File: src/rtl/act_mon_pkg.sv
// Shared types, default sizes and the saturating-increment helper for the
// NOR4 activity monitor.
package act_mon_pkg;

  localparam int unsigned CNT_W_DEF       = 16;
  localparam int unsigned WIN_W_DEF       = 16;
  localparam int unsigned SYNC_STAGES_DEF = 2;

  typedef enum logic [1:0] {
    IDLE,
    ARM,
    MEASURE,
    DONE_ST
  } state_t;

  // Returns {overflow, next}: a value already at maxv holds and flags overflow.
  function automatic logic [32:0] sat_inc(input logic [31:0] v,
                                          input logic [31:0] maxv);
    if (v >= maxv) begin
      return {1'b1, maxv};
    end
    return {1'b0, v + 32'd1};
  endfunction

endpackage

File: src/rtl/act_edge_det.sv
// QN synchronizer plus edge detector against a prev register loaded in ARM.
// ACT_GLITCH_FILT_EN: synchronized level must be stable for 2 cycles first.
module act_edge_det
  import act_mon_pkg::*;
#(
  parameter int unsigned SYNC_STAGES = SYNC_STAGES_DEF
) (
  input  logic clk,
  input  logic rstb,
  input  logic qn,
  input  logic arm,
  input  logic en,
  output logic rise_pulse,
  output logic fall_pulse
);

  logic [SYNC_STAGES-1:0] sync;
  logic                   sq;
  logic                   lvl;
  logic                   prev;

  always_ff @(posedge clk) begin
    if (!rstb) begin
      sync <= '0;
    end else begin
      sync <= {sync[SYNC_STAGES-2:0], qn};
    end
  end

  always_comb sq = sync[SYNC_STAGES-1];

`ifdef ACT_GLITCH_FILT_EN
  logic sq_d;

  // A new level is only accepted once it has been seen on two consecutive cycles.
  always_ff @(posedge clk) begin
    if (!rstb) begin
      sq_d <= 1'b0;
      lvl  <= 1'b0;
    end else begin
      sq_d <= sq;
      if (sq == sq_d) begin
        lvl <= sq;
      end
    end
  end
`else
  always_comb lvl = sq;
`endif

  always_ff @(posedge clk) begin
    if (!rstb) begin
      prev <= 1'b0;
    end else if (arm || en) begin
      prev <= lvl;
    end
  end

  always_comb begin
    rise_pulse = en &  lvl & ~prev;
    fall_pulse = en & ~lvl &  prev;
  end

endmodule

File: src/rtl/nor4_activity_monitor.sv
// Counts QN rise/fall transitions over a programmable CLK window per START.
// Optional build macro ACT_GLITCH_FILT_EN enables the edge glitch filter.
module nor4_activity_monitor
  import act_mon_pkg::*;
#(
  parameter int unsigned CNT_W       = CNT_W_DEF,
  parameter int unsigned WIN_W       = WIN_W_DEF,
  parameter int unsigned SYNC_STAGES = SYNC_STAGES_DEF
) (
  input  logic             CLK,
  input  logic             RSTB,
  input  logic             QN,
  input  logic             START,
  input  logic [WIN_W-1:0] WINDOW,
  output logic             BUSY,
  output logic             DONE,
  output logic [CNT_W-1:0] RISE_CNT,
  output logic [CNT_W-1:0] FALL_CNT,
  output logic             OVF
);

  localparam logic [CNT_W-1:0] CNT_MAX  = '1;
  localparam logic [WIN_W-1:0] REM_LAST = WIN_W'(1);

  state_t           state;
  state_t           state_nx;
  logic [WIN_W-1:0] rem;
  logic             rise_pulse;
  logic             fall_pulse;
  logic [32:0]      rise_inc;
  logic [32:0]      fall_inc;
  logic             unused_inc;

  act_edge_det #(
    .SYNC_STAGES(SYNC_STAGES)
  ) u_edge (
    .clk        (CLK),
    .rstb       (RSTB),
    .qn         (QN),
    .arm        (state == ARM),
    .en         (state == MEASURE),
    .rise_pulse (rise_pulse),
    .fall_pulse (fall_pulse)
  );

  always_ff @(posedge CLK) begin
    if (!RSTB) begin
      state <= IDLE;
    end else begin
      state <= state_nx;
    end
  end

  always_comb begin
    state_nx = state;
    BUSY     = 1'b0;
    DONE     = 1'b0;
    case (state)
      IDLE: begin
        if (START) begin
          state_nx = ARM;
        end
      end
      ARM: begin
        BUSY     = 1'b1;
        state_nx = (rem == '0) ? DONE_ST : MEASURE;
      end
      MEASURE: begin
        BUSY = 1'b1;
        if (rem == REM_LAST) begin
          state_nx = DONE_ST;
        end
      end
      DONE_ST: begin
        DONE     = 1'b1;
        state_nx = IDLE;
      end
      default: state_nx = IDLE;
    endcase
  end

  always_comb begin
    rise_inc   = sat_inc(32'(RISE_CNT), 32'(CNT_MAX));
    fall_inc   = sat_inc(32'(FALL_CNT), 32'(CNT_MAX));
    unused_inc = ^{rise_inc, fall_inc};
  end

  always_ff @(posedge CLK) begin
    if (!RSTB) begin
      rem      <= '0;
      RISE_CNT <= '0;
      FALL_CNT <= '0;
      OVF      <= 1'b0;
    end else if (state == IDLE && START) begin
      rem      <= WINDOW;
      RISE_CNT <= '0;
      FALL_CNT <= '0;
      OVF      <= 1'b0;
    end else if (state == MEASURE) begin
      rem <= rem - REM_LAST;
      if (rise_pulse) begin
        RISE_CNT <= rise_inc[CNT_W-1:0];
        if (rise_inc[32]) begin
          OVF <= 1'b1;
        end
      end
      if (fall_pulse) begin
        FALL_CNT <= fall_inc[CNT_W-1:0];
        if (fall_inc[32]) begin
          OVF <= 1'b1;
        end
      end
    end
  end

endmodule

File: config.mk
export PLATFORM = sky130hd
export DESIGN_NAME = nor4_activity_monitor
export DESIGN_NICKNAME = d
export VERILOG_FILES = /design/src/rtl/act_mon_pkg.sv /design/src/rtl/act_edge_det.sv /design/src/rtl/nor4_activity_monitor.sv
export SDC_FILE = /design/constraint.sdc
export NUM_CORES = 1
export LEC_CHECK = 0
export CAP_MARGIN = 15
export CORE_MARGIN = 2
export CORE_UTILIZATION = 41
export CTS_CLUSTER_DIAMETER = 60
export DETAILED_ROUTE_END_ITERATION = 6
export PLACE_DENSITY = 0.68
export RECOVER_POWER = 100
export SLEW_MARGIN = 5
export SYNTH_ARGS = -nofsm -noshare
export SYNTH_HDL_FRONTEND = slang
export SYNTH_SLANG_ARGS = --single-unit
export TNS_END_PERCENT = 1
File: constraint.sdc
create_clock -name CLK -period 1.79 [get_ports CLK]
set_input_delay 0.537 -clock CLK [delete_from_list [all_inputs] [get_ports CLK]]
set_output_delay 0.537 -clock CLK [all_outputs]
set_load 0.01 [all_outputs]
==> results.sh <==
export IMPL_syn_num_nets=355
export IMPL_setup_worst_path_class="reg -> reg"
export IMPL_reg2reg_slack_ns=-0.07
export IMPL_ys_flop_type="dfxtp_1"
export IMPL_synth_edf_count=0
export IMPL_nets=435
export IMPL_ys_seq_area_share_pct=39.1
export IMPL_overflow=0
export IMPL_gp_congestion=0.859
export IMPL_leakage_uw=0.00153
export IMPL_drv_cap=0
export IMPL_post_synth_top_count_cell="dfxtp_1"
export IMPL_avgRoutedWirePerCell_um=13.2
export IMPL_end_kind="flop"
export IMPL_setup_viol=3
export IMPL_intPower_uw=2310
export IMPL_rows=29
export IMPL_finalCritPeriodShare_pct=104
export IMPL_hpwl_mm=4.69
export IMPL_power_share_combinational_pct=38.8
export IMPL_cts_root_buf="clkbuf_8"
export IMPL_design_area_mm2=0.00377
export IMPL_clkSinkCount=54
export IMPL_netlist_area_mm2=0.00276
export IMPL_antenna_found_initial=0
export IMPL_r2r_end="FALL_CNT[15]"
export IMPL_portBuffers=54
export IMPL_dpl_cell_area_mm2=0.00361
export IMPL_drt_iter0_markers=54
export IMPL_critPathMaxFanout=4
export IMPL_fin_crit_ns=1.86
export IMPL_pin_count=55
export IMPL_tightestPinTransition_ns=0.436
export IMPL_async_flop_share_pct=0
export IMPL_hold_viol_final=0
export IMPL_slew_headroom_pct=70.7
export IMPL_grt_pass1_vias=2493
export IMPL_final_util_pct=58.7
export IMPL_track_usage_pct=18.0
export IMPL_clockBufferDepth=2
export IMPL_grt_max_degree=34
export IMPL_post_synth_cell_area_avg_um2=8.47
export IMPL_synth_commonest_cells="dfxtp_1, a21oi_1, nand2_1"
export IMPL_hold_depth=1
export IMPL_max_clock_freq_mhz=539
export IMPL_ys_ff_latch=54
export IMPL_start_util_pct=43.0
export IMPL_yosysUniqueCellTypes=42
export IMPL_p_sw_share_pct=34.8
export IMPL_power_density_mw_per_mm2=939
export IMPL_avgViaCountPerCell=5.58
export IMPL_rsz0062_at_grt="yes"
export IMPL_detail_route_antenna_nets=0
export IMPL_drc=0
export IMPL_cp_required_ns=1.98
export IMPL_pre_cts_ws_ns=-0.0966
export IMPL_arrival_ns=2.04
export IMPL_drv_slew=0
export IMPL_yosys_area_top_type="dfxtp_1"
export IMPL_die_w_um=86.1
export IMPL_synthCells=326
export IMPL_hp_class="reg -> reg"
export IMPL_dr_pass1_iters=4
export IMPL_dp_cells=473
export IMPL_layout_drive_gt1_share_pct=15.3
export IMPL_die_area_mm2=0.00741
export IMPL_worstSkewPairLatency_ns=0.30
export IMPL_diodes=0
export IMPL_whs_ns=0.511
export IMPL_cts_tree="built"
export IMPL_area_growth_pct=36.5
export IMPL_setup_slack_ns=-0.0662
export IMPL_core_area_mm2=0.00642
export IMPL_worst_r2r_cell_count=7
export IMPL_numCtsBuffers=5
export IMPL_holdPathEnd="u_edge.sync[1]"
export IMPL_pwr_share_seq_pct=43.0
export IMPL_switchingPower_uw=1230
export IMPL_clockPowerShare_pct=18.2
export IMPL_num_vias=2696
export IMPL_r2r_start="state[1]"
export IMPL_yosys_warnings=0
export IMPL_ir_drop_mv=0.556
export IMPL_clk_pin_slew_ns=0.09
export IMPL_start_kind="flop"
export IMPL_min_from="u_edge.sync[0]"
export IMPL_drt_total_wl_mm=6.38
export IMPL_synth_area_leaders="dfxtp_1, a21oi_1, xnor2_1, xor2_1, ha_1"
export IMPL_yosysTopAreaCellShare_pct=39.1
export IMPL_finClkSkew_ns=0.00776
export IMPL_die_y_um=86.1
export IMPL_grt_pass1_wl_mm=11.0
export IMPL_outcome="finished with violations"
export IMPL_fin_cells=483
export IMPL_violations="negative setup slack"
export IMPL_htreeDepth=2
==> area by class of cell <==
class                           instances  area, µm²
Sequential cell                        54       1100
Inverter                                9       33.8
Multi-Input combinational cell        247       1640
Fill cell                             575       2650
Clock buffer                            7       76.3
Tap cell                               77       96.3
Timing Repair Buffer                   89        822
==> worst max-delay path, stage by stage (launching register included) <==
cell      delay, ns
dfxtp_2        0.35
buf_4          0.12
ha_4           0.14
nand4b_2       0.12
or4_4          0.57
buf_4          0.17
o31ai_2        0.17
a31oi_1        0.10
==> logic make-up (layout without fill, tap and decap cells) <==
group | Yosys count | in the layout | synth area share, %
flip-flops | 54 | 54 | 39.1
AND/OR/NAND/NOR | 133 | 133 | 27.3
XOR/XNOR | 26 | 26 | 8.25
multiplexers | 3 | 3 | 1.09
adder cells (fa/ha/maj) | 9 | 9 | 4.08
buffers and inverters | 25 | 105 | 3.58
AO/OA/AOI/OAI | 76 | 76 | 16.6
==> layer usage <==
metal	part of all wire (%)	vias to the layer above	track usage (%)
met3	3.9	13	3.27
met1	44	1281	21.4
met4	2.0	0	6.78
met2	50	52	32.0
met5	0	-	0
li1	-	1350	-
==> worst max-delay path by stage <==
stage                         from            to  slack (ns)  cells after the start
after floorplan           state[0]  FALL_CNT[11]       0.007                      6
after global placement       START      state[0]       -0.03                      5
after detailed placement     START      state[0]        -0.1                      5
after CTS                 state[1]   FALL_CNT[9]       -0.06                      6
after global routing      state[1]  FALL_CNT[15]       -0.15                      7
final                     state[1]  FALL_CNT[15]       -0.07                      7
==> timing repair <==
action                     CTS  global route
pin swaps                    1             6
gates resized for setup     35            30
hold buffers                 0             0
setup buffers                1             2
setup endpoints to repair   35            49
==> power by group through the flow <==
stage	clock, µW	sequential, µW	combinational, µW
2_1_floorplan	0	1520	847
3_3_place_gp	0	1540	1320
3_5_place_dp	0	1540	1350
4_1_cts	656	1520	1370
5_1_grt	693	1550	1550
6_report	644	1520	1370
==> flip-flops by register name, summed over array words and instances (netlist names) <==
| signal | cells |
|---|---|
| state | 2 |
| FALL_CNT | 16 |
| u_edge.prev | 1 |
| u_edge.sync | 2 |
| rem | 16 |
| OVF | 1 |
| RISE_CNT | 16 |
==> through the flow <==
step | total power [µW] | setup TNS [ns]
floorplan | 2370 | 0
global placement | 2860 | -0.0520
detailed placement | 2900 | -0.205
CTS | 3540 | -0.149
global route | 3790 | -1.19
finish | 3540 | -0.147
==> placed cells by master (no fill, tap or decap), types with 3 or more instances in the layout <==
master	netlist	routed
dfxtp_1	54	41
buf_4	0	26
clkdlybuf4s50_1	0	25
a21oi_1	24	24
nand2_1	24	23
nor2_1	23	23
a31oi_1	15	15
nor3_1	14	14
nand3_1	13	13
xor2_1	13	13
xnor2_1	13	13
o21ai_0	15	13
dfxtp_2	0	12
nand4_1	11	11
a211oi_1	12	11
dlymetal6s2s_1	0	10
or3_1	10	9
inv_1	9	8
ha_1	9	8
dlygate4sd2_1	0	8
clkdlybuf4s25_1	0	7
and4_1	6	6
clkbuf_1	12	6
clkbuf_8	0	5
and3_1	4	4
nor4_1	5	4
mux2i_1	3	3
o21ai_1	1	3
clkbuf_2	0	3
No activity file was read; power rests on OpenSTA's default activity.
